--- src/rtl/parking_gate_arbiter.sv ---
`default_nettype none
// ============================================================================
// Module   : parking_gate_arbiter
// Purpose  : Four-gate parking barrier controller. Gates 0-1 are entries and
//            gates 2-3 are exits. Each gate runs its own small FSM
//            (IDLE/WAIT/OPEN/REL). A round-robin arbiter decides at most one
//            waiting gate per cycle against the occupancy counts of the
//            university and general sections.
// Ports    : clk, rst             - clock, synchronous active-high reset
//            enable               - lot open (entries refused when 0)
//            uni_cap, gen_cap     - current section capacities
//            req, req_uni         - per-gate request level and car class
//            grant, deny          - one-cycle decision pulses (one-hot)
//            gate_open            - per-gate barrier-open level
//            uni_count, gen_count - cars parked per section
//            uni_full, gen_full   - count >= cap (combinational)
// Revision : 1.0 - initial release
// ============================================================================
module parking_gate_arbiter #(
    parameter int OPEN_TIME = 8,
    parameter int CNT_W     = 16
) (
    input  logic             clk,
    input  logic             rst,
    input  logic             enable,
    input  logic [CNT_W-1:0] uni_cap,
    input  logic [CNT_W-1:0] gen_cap,
    input  logic [3:0]       req,
    input  logic [3:0]       req_uni,
    output logic [3:0]       grant,
    output logic [3:0]       deny,
    output logic [3:0]       gate_open,
    output logic [CNT_W-1:0] uni_count,
    output logic [CNT_W-1:0] gen_count,
    output logic             uni_full,
    output logic             gen_full
);

    localparam int         c_NUM_GATES = 4;
    localparam logic [1:0] c_ST_IDLE   = 2'd0;
    localparam logic [1:0] c_ST_WAIT   = 2'd1;
    localparam logic [1:0] c_ST_OPEN   = 2'd2;
    localparam logic [1:0] c_ST_REL    = 2'd3;
    // Timer counts down to zero, so loading OPEN_TIME-1 yields OPEN_TIME cycles.
    localparam logic [7:0] c_OPEN_LOAD = 8'(OPEN_TIME - 1);

    logic [1:0]       r_state      [c_NUM_GATES];
    logic [1:0]       w_next_state [c_NUM_GATES];
    logic [7:0]       r_timer      [c_NUM_GATES];
    logic [3:0]       r_cls;
    logic [3:0]       r_grant;
    logic [3:0]       r_deny;
    logic [1:0]       r_rr_ptr;
    logic [CNT_W-1:0] r_uni_count;
    logic [CNT_W-1:0] r_gen_count;

    logic [3:0]       w_pend;
    logic [3:0]       w_sel_hit;
    logic             w_sel_valid;
    logic [1:0]       w_sel_idx;
    logic [1:0]       w_cand;
    logic             w_is_entry;
    logic             w_sel_cls;
    logic [CNT_W-1:0] w_cur_count;
    logic [CNT_W-1:0] w_cur_cap;
    logic             w_accept;

    // ------------------------------------------------------------------
    // Per-gate status views
    // ------------------------------------------------------------------
    generate
        for (genvar g = 0; g < c_NUM_GATES; g++) begin : g_gate
            assign w_pend[g]    = (r_state[g] == c_ST_WAIT);
            assign gate_open[g] = (r_state[g] == c_ST_OPEN);
        end
    endgenerate

    // ------------------------------------------------------------------
    // Round-robin selection: scan offsets from highest to lowest so the
    // waiting gate closest to the pointer is the last (winning) assignment.
    // ------------------------------------------------------------------
    always_comb begin
        w_sel_valid = 1'b0;
        w_sel_idx   = r_rr_ptr;
        w_cand      = 2'd0;
        for (int k = c_NUM_GATES - 1; k >= 0; k--) begin
            w_cand = r_rr_ptr + 2'(k);
            if (w_pend[w_cand]) begin
                w_sel_valid = 1'b1;
                w_sel_idx   = w_cand;
            end
        end
    end

    always_comb begin
        w_sel_hit = 4'b0000;
        if (w_sel_valid) begin
            w_sel_hit[w_sel_idx] = 1'b1;
        end
    end

    // ------------------------------------------------------------------
    // Decision for the selected gate. Entry needs count < cap, which also
    // keeps the count below its maximum; exit needs count > 0, so counts
    // saturate at both ends without extra guards.
    // ------------------------------------------------------------------
    always_comb begin
        w_is_entry  = ~w_sel_idx[1];
        w_sel_cls   = r_cls[w_sel_idx];
        w_cur_count = w_sel_cls ? r_uni_count : r_gen_count;
        w_cur_cap   = w_sel_cls ? uni_cap : gen_cap;
        if (w_is_entry) begin
            w_accept = enable && (w_cur_count < w_cur_cap);
        end else begin
            w_accept = (w_cur_count != '0);
        end
    end

    // ------------------------------------------------------------------
    // Gate FSM next-state logic
    // ------------------------------------------------------------------
    always_comb begin
        for (int g = 0; g < c_NUM_GATES; g++) begin
            w_next_state[g] = r_state[g];
            case (r_state[g])
                c_ST_IDLE: if (req[g]) w_next_state[g] = c_ST_WAIT;
                // req is deliberately ignored while pending.
                c_ST_WAIT: if (w_sel_hit[g]) w_next_state[g] = w_accept ? c_ST_OPEN : c_ST_REL;
                c_ST_OPEN: if (r_timer[g] == 8'd0) w_next_state[g] = c_ST_REL;
                c_ST_REL:  if (!req[g]) w_next_state[g] = c_ST_IDLE;
                default:   w_next_state[g] = c_ST_IDLE;
            endcase
        end
    end

    always_ff @(posedge clk) begin
        for (int g = 0; g < c_NUM_GATES; g++) begin
            if (rst) begin
                r_state[g] <= c_ST_IDLE;
            end else begin
                r_state[g] <= w_next_state[g];
            end
        end
    end

    // ------------------------------------------------------------------
    // Datapath: class latch, open timer, decision pulses, pointer, counts
    // ------------------------------------------------------------------
    always_ff @(posedge clk) begin
        if (rst) begin
            for (int g = 0; g < c_NUM_GATES; g++) begin
                r_timer[g] <= 8'd0;
            end
            r_cls       <= 4'b0000;
            r_grant     <= 4'b0000;
            r_deny      <= 4'b0000;
            r_rr_ptr    <= 2'd0;
            r_uni_count <= '0;
            r_gen_count <= '0;
        end else begin
            for (int g = 0; g < c_NUM_GATES; g++) begin
                if ((r_state[g] == c_ST_IDLE) && req[g]) begin
                    r_cls[g] <= req_uni[g];
                end
                if (w_sel_hit[g] && w_accept) begin
                    r_timer[g] <= c_OPEN_LOAD;
                end else if ((r_state[g] == c_ST_OPEN) && (r_timer[g] != 8'd0)) begin
                    r_timer[g] <= r_timer[g] - 8'd1;
                end
            end

            r_grant <= w_accept ? w_sel_hit : 4'b0000;
            r_deny  <= w_accept ? 4'b0000 : w_sel_hit;

            if (w_sel_valid) begin
                r_rr_ptr <= w_sel_idx + 2'd1;
            end

            if (w_sel_valid && w_accept) begin
                if (w_sel_cls) begin
                    r_uni_count <= w_is_entry ? r_uni_count + 1'b1 : r_uni_count - 1'b1;
                end else begin
                    r_gen_count <= w_is_entry ? r_gen_count + 1'b1 : r_gen_count - 1'b1;
                end
            end
        end
    end

    assign grant     = r_grant;
    assign deny      = r_deny;
    assign uni_count = r_uni_count;
    assign gen_count = r_gen_count;
    // Full flags follow cap changes immediately, including a cap below count.
    assign uni_full  = (r_uni_count >= uni_cap);
    assign gen_full  = (r_gen_count >= gen_cap);

endmodule
`default_nettype wire

--- config.mk ---
export PLATFORM = sky130hd
export DESIGN_NAME = parking_gate_arbiter
export DESIGN_NICKNAME = d
export VERILOG_FILES = /design/src/rtl/parking_gate_arbiter.sv
export SDC_FILE = /design/constraint.sdc
export NUM_CORES = 1
export LEC_CHECK = 0
export BUFFER_PORTS_ARGS = -buffer_cell sky130_fd_sc_hd__clkbuf_2
export CAP_MARGIN = 20
export CORE_MARGIN = 5
export CORE_UTILIZATION = 54
export CTS_BUF_LIST = sky130_fd_sc_hd__clkbuf_2 sky130_fd_sc_hd__clkbuf_4 sky130_fd_sc_hd__clkbuf_8
export DETAILED_ROUTE_END_ITERATION = 8
export PLACE_DENSITY_LB_ADDON = 0.3
export SYNTH_ARGS = -nofsm -noshare
export SYNTH_HDL_FRONTEND = slang
export SYNTH_SLANG_ARGS = --single-unit
--- constraint.sdc ---
create_clock -name clk -period 6.06 [get_ports clk]
set_input_delay 0.909 -clock clk [delete_from_list [all_inputs] [get_ports clk]]
set_output_delay 0.909 -clock clk [all_outputs]
set_load 0.05 [all_outputs]
==> out/summary.txt, run 1 <==
Final design instance area without fill: 8050 um^2
Clock slew at the register clock pins of the worst setup and hold paths: 0.08 ns
Shortest period the worst path allows: 5.49 ns
Unrepaired setup endpoints after global routing: no
Endpoint of the lowest-slack register-to-register path: r_timer[2][1]
Async set-or-reset flop fraction in the synthesized netlist: 0
Setup TNS after final layout: 0 ns
Number of clock sinks: 86
List of most frequent post-synthesis cells: ha_1, nor2_1, nand2_1
Global-route wire length before repair: 28.5 mm
GR Overflow Total: 0
Count of pins over their slew limit: 0
Max FO, Critical Path: 21
All-layer global routing usage: 0.215
Largest area contributor in the netlist: ha_1
Most used flip-flop cell after synthesis: dfxtp_1
Category of the most critical setup path: reg -> reg
Sequence of cells on the critical path: inv_1, ha_1, or3_1, a221o_1, and4_4, a2111o_1, nand2_1, buf_4, a21oi_1, ha_1, a21o_1, a21o_1, a211oi_1, o21a_1, o211ai_1, a311oi_2, nor3_4, o211ai_1
End of the worst hold path: r_cls[3]
Hold-fix buffers at CTS: 0
Remaining routing DRC violations: 0
Initial Util: 0.549
Total vias in the final route: 6278
DIE WIDTH: 126 um
Maximum number of pins on one net before global-route repair: 69
Setup-violating endpoint count in the final report: 0
Insertion delay of the later-clocked pin in the worst-skew pair: 0.37 ns
Number of library cell types mapped by synthesis: 70
Combined area of all synthesized cells: 7260 um^2
Nature of the critical path endpoint: flip-flop
# fillers: 1227
Antenna violation net count after detailed routing: 0
N_diodes: 0
Number of CTS-inserted buffers: 9
Class of the tightest hold or removal check: reg -> reg
Total of cells resized after clock tree synthesis: 0
Slowest stage cell on the critical path: o211ai_1
Post-synth top area share: 0.191
Result of the run: finished clean
Final WL: 17.0 mm
Worst Skew: 0.00601 ns
Final period util: 0.906
Seq cells post-synth: 86
Height of the die: 126 um
Initial antenna violation count: 0
Register-to-Register Setup Slack: 0.57 ns
Buffers added on ports: 88
Vias in the first global route: 6109
Beginning of the worst hold path: r_cls[3]
Fmax achieved: 182 MHz
Cells after synthesis: 848
Buf/Inv on CP: 2
Relative slew slack: 0.351
Clock tree from TritonCTS: yes
Std-Cell Core Area: 13200 um^2
Post-DP HPWL: 13.4 mm
Routability cong.: 0.964
Std-Cell Rows: 42
Startpoint of the worst setup timing path: r_state[0][1]
Number of cell instances on the worst register-to-register path: 18
Critical path data arrival time: 5.50 ns
Library cell with the highest instance count after synthesis: ha_1
Layout cell share with drive strength beyond 1: 0.133
Die ar.: 15900 um^2
Post-synth EDFFs: 32
Number of top-level pins: 89
Kind of launch point of the worst setup path: flip-flop
Family with the most delay on the worst path: compound AO/OA/AOI/OAI gates
Worst Hold Depth: 2
Critical R2R Launch: r_state[0][1]
Via-to-Cell Ratio: 5.63
Part of the Yosys area used for sequential elements: 0.281
CTS H-tree lvls: 3
Transition time at the pin with the least slew margin: 0.949 ns
Mean instance size in the synthesized netlist: 8.57 um^2
Total nets after synthesis: 1004
Maximum single-stage delay on the critical path: 0.63 ns
Required arrival time at the worst endpoint: 6.07 ns
Maximum root-to-sink buffer count: 2
Starting DRT DRC Count: 297
Final hold violation count: 0
Root cell of the clock tree: clkbuf_8
Drt first pass iters: 5
Total Nets Final: 1090
Final core occ: 0.608
Post-CTS setup buffers: 0
Yosys warnings: 0
Area delta synth->final: 10.8%
Routed wirelength normalized by instance count: 15.3 um
Placed Instance Area: 7880 um^2
Most area-consuming cells after synthesis: ha_1, dfxtp_1, edfxtp_1, nor2_1, xnor2_1
Max-cap viol count: 0
-- layout make-up --
class / count / area [um^2] / share of cell area
clock inverters: 7 / 47.5 / 0.00591
flip-flops and latches: 86 / 2040 / 0.254
well taps: 176 / 220 / 0.0274
clock buffers: 9 / 124 / 0.0154
multi-input cells: 672 / 4860 / 0.604
repair buffers: 95 / 493 / 0.0613
inverters: 70 / 263 / 0.0327
-- placed cells by master (no fill, tap or decap), types with 15 or more instances in the layout --
cell type | synthesis | final
nor3_1 | 21 | 21
a21o_1 | 21 | 21
edfxtp_1 | 32 | 32
dfxtp_1 | 54 | 54
inv_1 | 69 | 69
nor2_1 | 110 | 109
nor4_1 | 17 | 17
a21oi_1 | 52 | 52
ha_1 | 111 | 111
clkbuf_2 | 0 | 88
nand2_1 | 74 | 74
xnor2_1 | 36 | 36
mux2i_1 | 31 | 31
o21ai_0 | 28 | 28
xor2_1 | 15 | 15
-- worst min-delay path: stages (launching register included) --
cell	delay (ns)
dfxtp_1	0.32
nand2_1	0.05
a21oi_1	0.05
-- metrics by stage --
step           hold slack [ns]  std cells  worst slack, ns
2_1_floorplan            0.432        848            0.309
3_3_place_gp             0.456       1099            0.676
5_1_grt                  0.494       1115            0.101
6_report                 0.470       1115            0.571
3_5_place_dp             0.463       1099            0.598
4_1_cts                  0.474       1115            0.538
-- flip-flops by register name, summed over array words and instances (netlist names) --
| name | flops |
|---|---|
| grant | 4 |
| uni_count | 16 |
| r_timer | 32 |
| r_rr_ptr | 2 |
| deny | 4 |
| r_cls | 4 |
| r_state | 8 |
| gen_count | 16 |
-- worst max path at each step --
stage / endpoint / slack (ns) / cells past startpoint
6_report: r_timer[2][1] / 0.57 / 18
5_1_grt: r_timer[2][3] / 0.10 / 19
4_1_cts: r_timer[2][4] / 0.54 / 18
3_5_place_dp: r_timer[2][4] / 0.60 / 18
3_3_place_gp: r_timer[1][3] / 0.68 / 18
2_1_floorplan: r_timer[2][0] / 0.31 / 21
-- cells by family (layout without fill, tap and decap cells) --
| kind of cell | count (synthesis) | after routing | share of synthesized area |
|---|---|---|---|
| AOI/OAI and AO/OA | 190 | 190 | 0.181 |
| xor gates and xnor gates | 51 | 51 | 0.0615 |
| adders and majority gates | 113 | 113 | 0.197 |
| buffers and inverters | 90 | 181 | 0.0506 |
| DFF | 86 | 86 | 0.281 |
| muxes | 32 | 32 | 0.0443 |
| and+or+nand+nor | 286 | 286 | 0.185 |
-- metal layers --
metal	GRT usage	routed length [um]	vias to the layer above
met4	0.0625	328	0
met2	0.357	7840	153
li1	-	-	3222
met1	0.276	7880	2877
met3	0.0563	975	26
met5	0	0	-
Power of run 1 is not shown: default switching activity piles up to over one toggle a cycle in this logic, so the estimate is an artifact.
==> run 2: changes to the inputs <==
--- a/config.mk
+++ b/config.mk
@@ -5,13 +5,14 @@
 export SDC_FILE = /design/constraint.sdc
 export NUM_CORES = 1
 export LEC_CHECK = 0
-export BUFFER_PORTS_ARGS = -buffer_cell sky130_fd_sc_hd__clkbuf_2
 export CAP_MARGIN = 20
 export CORE_MARGIN = 5
 export CORE_UTILIZATION = 54
 export CTS_BUF_LIST = sky130_fd_sc_hd__clkbuf_2 sky130_fd_sc_hd__clkbuf_4 sky130_fd_sc_hd__clkbuf_8
 export DETAILED_ROUTE_END_ITERATION = 8
+export DONT_BUFFER_PORTS = 1
 export PLACE_DENSITY_LB_ADDON = 0.3
+export SLEW_MARGIN = 20
 export SYNTH_ARGS = -nofsm -noshare
 export SYNTH_HDL_FRONTEND = slang
 export SYNTH_SLANG_ARGS = --single-unit
==> run 2 against run 1 <==
Against the previous run:
- die area stayed put
- wire length is 0.51% higher
- global-route usage is 0.22 points higher
- cell area is 5.5% lower
- core utilization is 3.3 points lower
- clock skew is 0.0045 ns higher
- maximum frequency is 1.3% lower
- flip-flop and latch count stayed put
==> out/summary.txt, run 2 (synthesis results as in run 1) <==
Result of the run: finished clean (unchanged)
N_diodes: 0 (unchanged)
Relative slew slack: 0.440 (was 0.351)
Antenna violation net count after detailed routing: 0 (unchanged)
Max FO, Critical Path: 24 (was 21)
Slowest stage cell on the critical path: o211ai_1 (unchanged)
Std-Cell Core Area: 13200 um^2 (unchanged)
Layout cell share with drive strength beyond 1: 0.0424 (was 0.133)
Vias in the first global route: 5743 (was 6109)
Total vias in the final route: 5990 (was 6278)
Hold-fix buffers at CTS: 0 (unchanged)
Remaining routing DRC violations: 0 (unchanged)
Maximum root-to-sink buffer count: 2 (unchanged)
Routed wirelength normalized by instance count: 16.7 um (was 15.3 um)
Setup TNS after final layout: 0 ns (unchanged)
Area delta synth->final: 4.67% (was 10.8%)
Number of clock sinks: 86 (unchanged)
# fillers: 1208 (was 1227)
Kind of launch point of the worst setup path: flip-flop (unchanged)
Insertion delay of the later-clocked pin in the worst-skew pair: 0.39 ns (was 0.37 ns)
Leading cell types in the layout, fill and taps excluded: ha_1, nor2_1, nand2_1, inv_1, dfxtp_1 (was ha_1, nor2_1, clkbuf_2, nand2_1, inv_1)
Unrepaired setup endpoints after global routing: no (unchanged)
Total Nets Final: 1001 (was 1090)
Initial Util: 0.549 (unchanged)
Maximum single-stage delay on the critical path: 0.63 ns (about the same)
Clock tree from TritonCTS: yes (unchanged)
Number of top-level pins: 89 (unchanged)
Buf/Inv on CP: 1 (was 2)
Fmax achieved: 180 MHz (was 182 MHz)
Post-CTS setup buffers: 0 (unchanged)
Max-cap viol count: 0 (unchanged)
Post-DP HPWL: 13.2 mm (was 13.4 mm)
Via-to-Cell Ratio: 5.84 (was 5.63)
Worst Skew: 0.0105 ns (was 0.00601 ns)
Routability cong.: 0.948 (was 0.964)
Root cell of the clock tree: clkbuf_8 (unchanged)
Nature of the critical path endpoint: flip-flop (unchanged)
Top reg by flops: r_timer (unchanged)
Final WL: 17.1 mm (was 17.0 mm)
Global-route wire length before repair: 28.4 mm (was 28.5 mm)
Setup-violating endpoint count in the final report: 0 (unchanged)
Starting DRT DRC Count: 279 (was 297)
Final hold violation count: 0 (unchanged)
Die ar.: 15900 um^2 (unchanged)
Drt first pass iters: 5 (unchanged)
Initial antenna violation count: 0 (unchanged)
CTS H-tree lvls: 3 (unchanged)
Required arrival time at the worst endpoint: 6.08 ns (was 6.07 ns)
Final period util: 0.918 (was 0.906)
Class of the tightest hold or removal check: reg -> reg (unchanged)
Max FFs per register: 32 (unchanged)
DIE WIDTH: 126 um (unchanged)
Maximum number of pins on one net before global-route repair: 69 (unchanged)
Total of cells resized after clock tree synthesis: 0 (unchanged)
Count of pins over their slew limit: 0 (unchanged)
Category of the most critical setup path: reg -> reg (unchanged)
Buffers added on ports: 0 (was 88)
Std-Cell Rows: 42 (unchanged)
Clock slew at the register clock pins of the worst setup and hold paths: 0.09 ns (was 0.08 ns)
GR Overflow Total: 0 (unchanged)
Most frequent standard cell in the layout excluding fill and tap cells: ha_1 (unchanged)
Number of CTS-inserted buffers: 9 (unchanged)
Height of the die: 126 um (unchanged)
Final core occ: 0.574 (was 0.608)
All-layer global routing usage: 0.217 (was 0.215)
Sequence of cells on the critical path: inv_1, ha_1, or3_1, a221o_1, and4_4, a2111o_1, nand2_1, nor2_1, a21oi_1, ha_1, a21o_1, a21o_1, a211oi_1, o21a_1, o211ai_1, a311oi_2, nor3_4, o211ai_1 (was inv_1, ha_1, or3_1, a221o_1, and4_4, a2111o_1, nand2_1, buf_4, a21oi_1, ha_1, a21o_1, a21o_1, a211oi_1, o21a_1, o211ai_1, a311oi_2, nor3_4, o211ai_1)
Shortest period the worst path allows: 5.56 ns (was 5.49 ns)
Critical path data arrival time: 5.58 ns (was 5.50 ns)
Family with the most delay on the worst path: compound AO/OA/AOI/OAI gates (unchanged)
Transition time at the pin with the least slew margin: 0.819 ns (was 0.949 ns)
run 2: cell types whose count changed in the layout (fill, tap and decap cells not counted), sizes merged:
cell	previous run	this run
inv	71	73
clkbuf	97	9
clkinv	4	2
buf	7	6
run 2: worst min-delay path, cell delays in order (launching register included):
cell and delay (ns):
dfxtp_1 0.32, nand2_1 0.05, a21oi_1 0.05
run 2: final cells by class:
cell class                 count  area, um^2  share of cell area
clock buffer                   9         124              0.0163
multi-input combinational    672        4860               0.639
sequential                    86        2040               0.269
timing repair buffer           6        45.0             0.00592
tap                          176         220              0.0290
inverter                      70         263              0.0346
clock inverter                 7        52.6             0.00691
run 2: path summary, 6_finish.rpt:
kind | start | endpoint | slack, ns | cells past startpoint
min | r_cls[0] | r_cls[0] | 0.47 | 2
max reg2reg | r_state[0][1] | r_timer[2][2] | 0.50 | 18
max | r_state[0][1] | r_timer[2][2] | 0.50 | 18
min reg2reg | r_cls[0] | r_cls[0] | 0.47 | 2
run 2: per-stage QoR:
stage	setup WS, ns	instance area, um^2	instances	hold WS (ns)
after global placement	0.670	7430	1010	0.453
after detailed placement	0.558	7430	1010	0.450
after global routing	0.0553	7600	1026	0.495
after CTS	0.499	7600	1026	0.463
after floorplan	0.309	7270	848	0.432
final	0.497	7600	1026	0.467
run 2: metal layers:
layer | track usage | up-vias | routed length (um)
met1 | 0.268 | 2763 | 7650
met5 | 0 | - | 0
li1 | - | 3053 | -
met2 | 0.351 | 144 | 7750
met4 | 0.0675 | 0 | 339
met3 | 0.0855 | 30 | 1370
Power of run 2 is left out for the same reason.
